`config.mk`:
```
export PLATFORM = sky130hd
export DESIGN_NAME = alu_exec_stage
export DESIGN_NICKNAME = d
export VERILOG_FILES = /design/src/rtl/alu_exec_stage.sv
export SDC_FILE = /design/constraint.sdc
export NUM_CORES = 1
export LEC_CHECK = 0
export CAP_MARGIN = 20
export CORE_ASPECT_RATIO = 2
export CORE_UTILIZATION = 40
export DETAILED_ROUTE_END_ITERATION = 6
export SYNTH_ARGS = -nofsm -noshare
export SYNTH_HDL_FRONTEND = slang
export SYNTH_SLANG_ARGS = --single-unit
```
`constraint.sdc`:
```
create_clock -name clk -period 4.5 [get_ports clk]
set_input_delay 0.675 -clock clk [delete_from_list [all_inputs] [get_ports clk]]
set_output_delay 0.675 -clock clk [all_outputs]
set_load 0.005 [all_outputs]
```
`src/rtl/alu_exec_stage.sv`:
```
// alu_exec_stage: execute-stage ALU with a registered result and valid/ready
// handshakes on both sides.
// Build option: ALU_FAST_SHIFT_EN. When it is defined, SLL/SRL become single-cycle
// barrel shifts. When it is undefined (the default), SLL/SRL use an iterative
// shifter that moves one bit per cycle and stalls the front end while it runs.
module alu_exec_stage #(
  parameter int XLEN = 32,
  parameter int SHW  = $clog2(XLEN)
) (
  input  logic            clk,
  input  logic            rst,
  input  logic            in_valid,
  output logic            in_ready,
  input  logic [3:0]      alu_control,
  input  logic [XLEN-1:0] op_a,
  input  logic [XLEN-1:0] op_b,
  input  logic [4:0]      tag_in,
  output logic            out_valid,
  input  logic            out_ready,
  output logic [XLEN-1:0] result,
  output logic            zero,
  output logic            illegal,
  output logic [4:0]      tag_out,
  output logic            busy
);

  localparam logic [3:0] OP_ADD = 4'b0000;
  localparam logic [3:0] OP_SUB = 4'b0001;
  localparam logic [3:0] OP_AND = 4'b0010;
  localparam logic [3:0] OP_OR  = 4'b0011;
  localparam logic [3:0] OP_XOR = 4'b0100;
  localparam logic [3:0] OP_SLT = 4'b0101;
  localparam logic [3:0] OP_SLL = 4'b0110;
  localparam logic [3:0] OP_SRL = 4'b0111;

  logic [SHW-1:0]  shamt_s;
  logic [XLEN-1:0] alu_res_s;
  logic            alu_ill_s;
  logic            accept_s;
  logic            load_s;
  logic            idle_s;
  logic            slt_s;

  logic [XLEN-1:0] result_r;
  logic            zero_r;
  logic            illegal_r;
  logic [4:0]      tag_r;
  logic            out_valid_r;

  assign shamt_s = op_b[SHW-1:0];
  assign slt_s   = ($signed(op_a) < $signed(op_b));

`ifndef ALU_FAST_SHIFT_EN
  localparam logic [0:0]     ST_IDLE  = 1'b0;
  localparam logic [0:0]     ST_SHIFT = 1'b1;
  localparam logic [SHW-1:0] CNT_ZERO = {SHW{1'b0}};
  localparam logic [SHW-1:0] CNT_ONE  = {{(SHW-1){1'b0}}, 1'b1};

  logic [0:0]      state_r;
  logic [SHW-1:0]  cnt_r;
  logic [XLEN-1:0] shreg_r;
  logic            dir_right_r;
  logic [4:0]      shift_tag_r;
  logic            start_shift_s;
  logic            shift_done_s;
  logic [XLEN-1:0] shift_next_s;

  assign idle_s       = (state_r == ST_IDLE);
  assign shift_done_s = (state_r == ST_SHIFT) && (cnt_r == CNT_ONE);
  assign busy         = (state_r == ST_SHIFT);

  // One-bit logical shift step of the iterative shifter, zero fill.
  always_comb begin
    shift_next_s = shreg_r;
    if (dir_right_r) begin
      shift_next_s = {1'b0, shreg_r[XLEN-1:1]};
    end else begin
      shift_next_s = {shreg_r[XLEN-2:0], 1'b0};
    end
  end
`else
  assign idle_s = 1'b1;
  assign busy   = 1'b0;
`endif

  assign in_ready = idle_s && (!out_valid_r || out_ready);
  assign accept_s = in_valid && in_ready;

  // Single-cycle operation result; a non-zero iterative shift is flagged instead.
  always_comb begin
    alu_res_s = {XLEN{1'b0}};
    alu_ill_s = 1'b0;
`ifndef ALU_FAST_SHIFT_EN
    start_shift_s = 1'b0;
`endif
    case (alu_control)
      OP_ADD: alu_res_s = op_a + op_b;
      OP_SUB: alu_res_s = op_a - op_b;
      OP_AND: alu_res_s = op_a & op_b;
      OP_OR:  alu_res_s = op_a | op_b;
      OP_XOR: alu_res_s = op_a ^ op_b;
      OP_SLT: alu_res_s = {{(XLEN-1){1'b0}}, slt_s};
`ifdef ALU_FAST_SHIFT_EN
      OP_SLL: alu_res_s = op_a << shamt_s;
      OP_SRL: alu_res_s = op_a >> shamt_s;
`else
      OP_SLL: begin
        alu_res_s     = op_a;
        start_shift_s = (shamt_s != CNT_ZERO);
      end
      OP_SRL: begin
        alu_res_s     = op_a;
        start_shift_s = (shamt_s != CNT_ZERO);
      end
`endif
      default: begin
        alu_res_s = {XLEN{1'b0}};
        alu_ill_s = 1'b1;
      end
    endcase
  end

`ifndef ALU_FAST_SHIFT_EN
  assign load_s = accept_s && !start_shift_s;

  // Shift sequencer: latches a multi-cycle shift on accept and steps it to completion.
  always_ff @(posedge clk) begin
    if (rst) begin
      state_r     <= ST_IDLE;
      cnt_r       <= CNT_ZERO;
      shreg_r     <= {XLEN{1'b0}};
      dir_right_r <= 1'b0;
      shift_tag_r <= 5'd0;
    end else begin
      case (state_r)
        ST_IDLE: begin
          if (accept_s && start_shift_s) begin
            shreg_r     <= op_a;
            cnt_r       <= shamt_s;
            dir_right_r <= (alu_control == OP_SRL);
            shift_tag_r <= tag_in;
            state_r     <= ST_SHIFT;
          end
        end
        ST_SHIFT: begin
          shreg_r <= shift_next_s;
          cnt_r   <= cnt_r - CNT_ONE;
          if (cnt_r == CNT_ONE) begin
            state_r <= ST_IDLE;
          end
        end
        default: begin
          state_r <= ST_IDLE;
          cnt_r   <= CNT_ZERO;
        end
      endcase
    end
  end
`else
  assign load_s = accept_s;
`endif

  // Output register: loads a new result (load wins over drain), otherwise drains on out_ready.
  always_ff @(posedge clk) begin
    if (rst) begin
      result_r    <= {XLEN{1'b0}};
      zero_r      <= 1'b0;
      illegal_r   <= 1'b0;
      tag_r       <= 5'd0;
      out_valid_r <= 1'b0;
    end else if (load_s) begin
      result_r    <= alu_res_s;
      zero_r      <= (alu_res_s == {XLEN{1'b0}});
      illegal_r   <= alu_ill_s;
      tag_r       <= tag_in;
      out_valid_r <= 1'b1;
`ifndef ALU_FAST_SHIFT_EN
    end else if (shift_done_s) begin
      result_r    <= shift_next_s;
      zero_r      <= (shift_next_s == {XLEN{1'b0}});
      illegal_r   <= 1'b0;
      tag_r       <= shift_tag_r;
      out_valid_r <= 1'b1;
`endif
    end else if (out_valid_r && out_ready) begin
      out_valid_r <= 1'b0;
    end
  end

  assign result    = result_r;
  assign zero      = zero_r;
  assign illegal   = illegal_r;
  assign tag_out   = tag_r;
  assign out_valid = out_valid_r;

endmodule

```
==> flow_metrics.tcl, run 1 <==
set metrics [dict create \
    root_buffer "clkbuf_16" \
    cts_htree_levels 3 \
    maxCapViolCount 0 \
    port_buffers 118 \
    seq_area_sq_um 1682 \
    wire_per_inst_um 22.13 \
    core_sq_um 23920 \
    routed_wl_mm 42.60 \
    drive_gt1_frac 0.1973 \
    num_rows 80 \
    drc 0 \
    synth.top_cells.by_count "nor2_1 (156), a21oi_1 (153), nand2_1 (131)" \
    hpwlAfterDp_mm 34.55 \
    clock_power_share 0.259 \
    critPathArrivalTime_ns 4.75 \
    p_int_mw 1.801 \
    critical-path-slowest-cell "clkdlybuf4s50_1" \
    async_flop_share 0 \
    num_vias 11700 \
    crit_type "in2reg" \
    synth.distinct_cells 86 \
    insertion_delay_ns 0.36 \
    fin_nets 1826 \
    synth_cells 1374 \
    path_cells "clkdlybuf4s50_1 -> inv_1 -> ha_1 -> buf_4 -> inv_1 -> a21oi_1 -> o31ai_1 -> a311o_1 -> buf_4 -> a2111o_1 -> a31oi_1 -> o211a_1 -> o21ai_0 -> a2111oi_1 -> nand4_1 -> o31ai_2" \
    synth_edf_count 0 \
    multiInputGateArea_sq_um 7423 \
    tightestPinTransition_ns 0.8928 \
    finalHoldViolations 0 \
    maxSlewViolCount 0 \
    grt_usage 0.3363 \
    routed_via_density 6.078 \
    clockBufferDepth 2 \
    final.setup.tns_ns 0 \
    ir_drop_mv 0.3434 \
    finalCriticalPeriod_ns 4.469 \
    maxSlewHeadroom 0.4048 \
    critPathMaxStageDelay_ns 0.58 \
    rsz0062_at_grt "false" \
    combPwrFrac 0.460 \
    place_congestion 1.031 \
    pin_count 119 \
    hold_ws_ns 0.4504 \
    ys_seq_area_frac 0.1718 \
    ctsHoldBuffers 0 \
    fill_cells 2429 \
    cts_tree "yes" \
    start_util 0.4090 \
    powerDensity_nw_per_um2 221.7 \
    ys_ff_latch 84 \
    die_x_um 112.6 \
    numCtsBuffers 9 \
    fin_util 0.5435 \
    hold_path.class "reg2reg" \
    first_pass_iters 5 \
    netSwitchingFraction 0.3752 \
    status "complete, no violations" \
    syn2layout_area_growth_pct 32.86 \
    pre_cts_ws_ns -0.2801 \
    overflow 0 \
    grt_pass1_vias 11747 \
    finClkSkew_ns 0.009929 \
    grt_pass1_wl_mm 64.60 \
    antenna_found_initial 1 \
    die_area_sq_um 25130 \
    yosys.area.top_type_share 0.1718 \
    path_max_fanout 5 \
    fmax_ghz 0.2238 \
    worstSetupEndpointType "register" \
    yosysMostFrequentCell "nor2_1" \
    required_ns 4.78 \
    post-route-period-util 0.9931 \
    syn_area_sq_um 9786 \
    die_h_um 223.2 \
    leakage_nw 5.605 \
    setup_viol 0 \
    yosys_warnings 0 \
    cts.sinks 84 \
    synth_area_leader_cell "dfxtp_1" \
    clk_pin_slew_ns 0.07 \
    grt_max_degree 85 \
    synth_area_leaders "dfxtp_1 (17%), ha_1 (15%), a21oi_1 (7.8%)" \
    start_kind "input pin" \
    syn_area_per_cell_sq_um 7.122 \
    syn_nets 1568 \
    fin_ws_ns 0.03109 \
    synth-main-ff-cell "dfxtp_1" \
    drt_iter0_drc 863 \
    p_seq_frac 0.281 \
    power.switching_mw 1.081 \
    ant_nets 0 \
]
[layer usage]
layer / global-route usage / wire [um] / up-vias
met1: 0.3515 / 15470 / 5556
li1: - / - / 5497
met3: 0.02662 / 2029 / 154
met5: 0 / 0 / -
met2: 0.6173 / 21890 / 493
met4: 0.2525 / 3210 / 0
[logic make-up after synthesis]
kind of cell | synth area share
AO/OA/AOI/OAI | 0.3225
XOR/XNOR | 0.005370
adder cells (fa/ha/maj) | 0.1511
buffers and inverters | 0.08298
flip-flops | 0.1718
multiplexers | 0.04616
AND/OR/NAND/NOR | 0.2201
[worst paths after layout]
kind,from,to,slack [ns],depth (start not counted)
worst min-delay path,shreg_r[0],shreg_r[0],0.45,2
worst max register to register,dir_right_r,zero,1.66,8
worst min register to register,shreg_r[0],shreg_r[0],0.45,2
worst max-delay path,op_a[13],zero,0.03,16
[power groups by stage]
stage          clock network [mW]  registers, mW  logic (mW)
6_report                    0.745          0.810        1.33
3_3_place_gp                    0          0.825        1.28
4_1_cts                     0.753          0.810        1.29
5_1_grt                     0.784          0.813        1.42
2_1_floorplan                   0          0.820       0.658
3_5_place_dp                    0          0.825        1.28
[area by class of cell]
type / instances / area share
Clock inverter: 6 / 0.004812
Sequential cell: 84 / 0.1293
Tap cell: 287 / 0.02762
Antenna cell: 1 / 0.0001925
Clock buffer: 10 / 0.01761
Multi-Input combinational cell: 1094 / 0.5710
Inverter: 102 / 0.02945
Timing Repair Buffer: 341 / 0.2200
[flip-flops by register name, summed over array words and instances (netlist names)]
| register | count |
|---|---|
| shift_tag_r | 5 |
| tag_out | 5 |
| shreg_r | 32 |
| zero | 1 |
| result | 32 |
| illegal | 1 |
| cnt_r | 5 |
| out_valid | 1 |
| dir_right_r | 1 |
| busy | 1 |
[layout by cell type (no fill, tap or decap), types with 18 or more instances in the layout]
| cell | count |
|---|---|
| a211oi_1 | 19 |
| a21oi_1 | 150 |
| a22oi_1 | 45 |
| buf_4 | 222 |
| clkdlybuf4s50_1 | 115 |
| dfxtp_1 | 84 |
| ha_1 | 114 |
| inv_1 | 102 |
| mux2_2 | 33 |
| nand2_1 | 131 |
| nand3_1 | 18 |
| nor2_1 | 154 |
| nor3_1 | 52 |
| o211ai_1 | 24 |
| o21ai_0 | 49 |
[stage by stage]
step	cells	cell area [sq um]	power [mW]
after global placement	1907	12600	2.102
after floorplan	1374	9786	1.477
after global routing	1925	13000	3.015
after detailed placement	1908	12610	2.105
after CTS	1924	12900	2.850
final	1925	13000	2.882
[critical path, delay by kind of cell]
kind	cells	cell delay [ns]
buffers and inverters	5	1.02
and+or+nand+nor	1	0.19
AOI/OAI and AO/OA	9	2.54
adders and majority gates	1	0.30
[repair_timing]
action,in CTS,in global routing
gates resized for setup,0,21
setup buffers,0,0
endpoints found under the setup margin,0,1
Note: power is estimated with default switching activity, not from simulation.
==> inputs of run 2 (changes only) <==
--- a/config.mk
+++ b/config.mk
@@ -5,6 +5,7 @@
 export SDC_FILE = /design/constraint.sdc
 export NUM_CORES = 1
 export LEC_CHECK = 0
+export ABC_AREA = 0
 export CAP_MARGIN = 20
 export CORE_ASPECT_RATIO = 2
 export CORE_UTILIZATION = 40
==> results of run 2 <==
Same layout as run 1: the final DEF is identical, and so are final timing and power.
==> inputs of run 3 (changes only) <==
--- a/config.mk
+++ b/config.mk
@@ -9,6 +9,7 @@
 export CAP_MARGIN = 20
 export CORE_ASPECT_RATIO = 2
 export CORE_UTILIZATION = 40
+export CTS_CLUSTER_DIAMETER = 40
 export DETAILED_ROUTE_END_ITERATION = 6
 export SYNTH_ARGS = -nofsm -noshare
 export SYNTH_HDL_FRONTEND = slang
==> results of run 3 <==
Same layout as run 1: the final DEF is identical, and so are final timing and power.
==> patch: new RTL, flow settings as in run 1 <==
Remove the case item `OP_SUB` of the case on `alu_control`.
--- a/src/rtl/alu_exec_stage.sv
+++ b/src/rtl/alu_exec_stage.sv
@@ -95,7 +95,6 @@
 `endif
     case (alu_control)
       OP_ADD: alu_res_s = op_a + op_b;
-      OP_SUB: alu_res_s = op_a - op_b;
       OP_AND: alu_res_s = op_a & op_b;
       OP_OR:  alu_res_s = op_a | op_b;
       OP_XOR: alu_res_s = op_a ^ op_b;
Behaviour: not the same (Yosys sat finds a counterexample within 4 cycles, from zero or initial values and one cycle with rst high).
==> patch against run 1 <==
  * Highest routed layer unchanged
  * Area after synthesis fell by 15%
  * Register-to-register slack about the same
  * Via count down 24%
  * Setup slack improved by 470 ps
  * Combinational power is 37% lower
  * Critical path depth shrank 3
  * Critical endpoint unchanged
  * Sequential cell count is the same
  * Maximum frequency is 12% higher
  * Clock power increased by 4.3%
  * Wire length fell by 21%
  * Total power fell by 16%
  * Largest power group unchanged
  * Critical path type unchanged
  * Cell area shrank 21%
==> patch: results (changes against run 1) <==
[outcome]
outcome=completed  ; unchanged

[grt]
grt_max_degree=85  ; unchanged
grt.total_usage=0.3142  ; was 0.3363
antenna_found_initial=0  ; was 1
grt_first_pass_wirelength_um=50560  ; was 64,600 µm

[yosys]
synth_most_common_cell=nor2_1  ; unchanged
syn_avg_cell_area_um2=7.354  ; was 7.122 µm²
synth_fp_nets=1313  ; was 1,568
synthArstFlopShare=0  ; unchanged
synth_area_leaders=dfxtp_1 20%, ha_1 15%, a21oi_1 6.9%, nor2_1 6.4%, nand2_1 4.8%  ; was dfxtp_1 17%, ha_1 15%, a21oi_1 7.8%, nor2_1 6.0%, nand2_1 5.0%
synth.distinct_cells=84  ; was 86
yosysSeqAreaShare=0.2011  ; was 0.1718
ys_warn_count=0  ; unchanged
synthTopCellsByCount=143 x nor2_1, 115 x a21oi_1, 107 x nand2_1, 98 x ha_1, 85 x inv_1  ; was 156 x nor2_1, 153 x a21oi_1, 131 x nand2_1, 115 x ha_1, 102 x inv_1

[cts]
cts.sinks=84  ; unchanged
clk_pin_slew_ps=70  ; about the same
root_buffer=clkbuf_16  ; unchanged
clk_path_buf_depth=2  ; unchanged
ctsResizeCount=0  ; unchanged
post-cts-setup-buffers=0  ; unchanged
cts_made_buffers=9  ; unchanged
htree_levels=3  ; unchanged
worstSkewPairLatency_ps=370

[critical_path]
cp.arrival_ps=4300  ; was 4750 ps
cpPeakStageDelay_ps=610  ; was 580 ps
critPathTopFamily=compound AO/OA/AOI/OAI gates  ; unchanged
cp_max_fo=5  ; unchanged
slowest_stage=clkdlybuf4s50_1  ; unchanged

[placement]
gp_congestion=0.9947  ; was 1.031
placed_cell_area_um2=9916  ; was 12,610 µm²
dpl.hpwl_um=26560  ; was 34,550 µm
pre_cts_slack_ps=164.7  ; was -280.1 ps
portBuffers=118  ; unchanged
placed_cells=1496  ; was 1,908

[sta]
finalClockSkew_ps=11.34  ; was 9.929 ps
slew-limit-headroom=0.3537  ; was 0.4048

[detailed_routing]
wl_per_cell_um=22.28  ; was 22.13 µm
vias_per_cell=5.917  ; was 6.078
via_count=8947  ; was 11,700
firstDrtPassIters=5  ; unchanged
drt_iter0_drc=419  ; was 863

[layout]
nets=1417  ; was 1,826
antenna_cells=0  ; was 1
drive_gt1_frac=0.1075  ; was 0.1973

[pwr]
p_leak_nw=4.207  ; was 5.605 nW
peakVddDrop_mv=0.2852  ; was 0.3434 mV

[worst_hold_path]
hold_class=register to register  ; unchanged

==> patch: changes by cell type after synthesis, sizes merged, moves of 11 or more <==
cell,run 1,this run
inv,102,85
ha,115,98
a211oi,23,9
nor2,156,144
nor3,53,39
a21o,19,8
xnor2,5,17
a21oi,155,117
o211ai,24,7
nand2,131,108
==> patch: final cells by class <==
cell class / count / area (µm²)
repair buffers: 177 / 1632
clock buffers: 9 / 225.2
clock inverters: 7 / 76.32
inverters: 85 / 319.1
fillers: 2142 / 10240
multi-input cells: 884 / 5951
well taps: 266 / 332.8
flip-flops and latches: 84 / 1682
==> patch: logic make-up (layout without fill, tap and decap cells) <==
logic type	Yosys count	after routing	synth area share
AOI/OAI and AO/OA	339	339	0.2726
and+or+nand+nor	387	387	0.2135
buffers and inverters	169	278	0.09173
muxes	38	38	0.04998
DFF	84	84	0.2011
adders and majority gates	99	99	0.1490
xor gates and xnor gates	21	21	0.02200
==> patch: worst reg2reg max path, cell delays in order, from the launching register on <==
cell	delay, ps
dfxtp_1	670
mux2_2	460
nor4_1	730
nand4_1	350
nor3_1	230
a21oi_1	60
nor3_1	170
a41o_1	110
==> patch: layer usage <==
metal,vias up,global-route usage,wire length (µm)
met5,-,0,0
met4,0,0.2628,3063
met3,131,0.03343,1110
met2,316,0.6081,18090
met1,4256,0.2929,11430
li1,4244,-,-
==> patch: path summary, 6_finish.rpt <==
path | from | to | slack, ps | cells after the start
max reg2reg | dir_right_r | zero | 1660 | 7
min | shift_tag_r[2] | shift_tag_r[2] | 460 | 2
min reg2reg | shift_tag_r[2] | shift_tag_r[2] | 460 | 2
max | op_b[1] | zero | 510 | 13
==> patch: power by group <==
group | switching, mW | internal [mW]
Combinational | 0.485 | 0.351
Clock | 0.383 | 0.394
Sequential | 0.0253 | 0.775
Total | 0.894 | 1.52
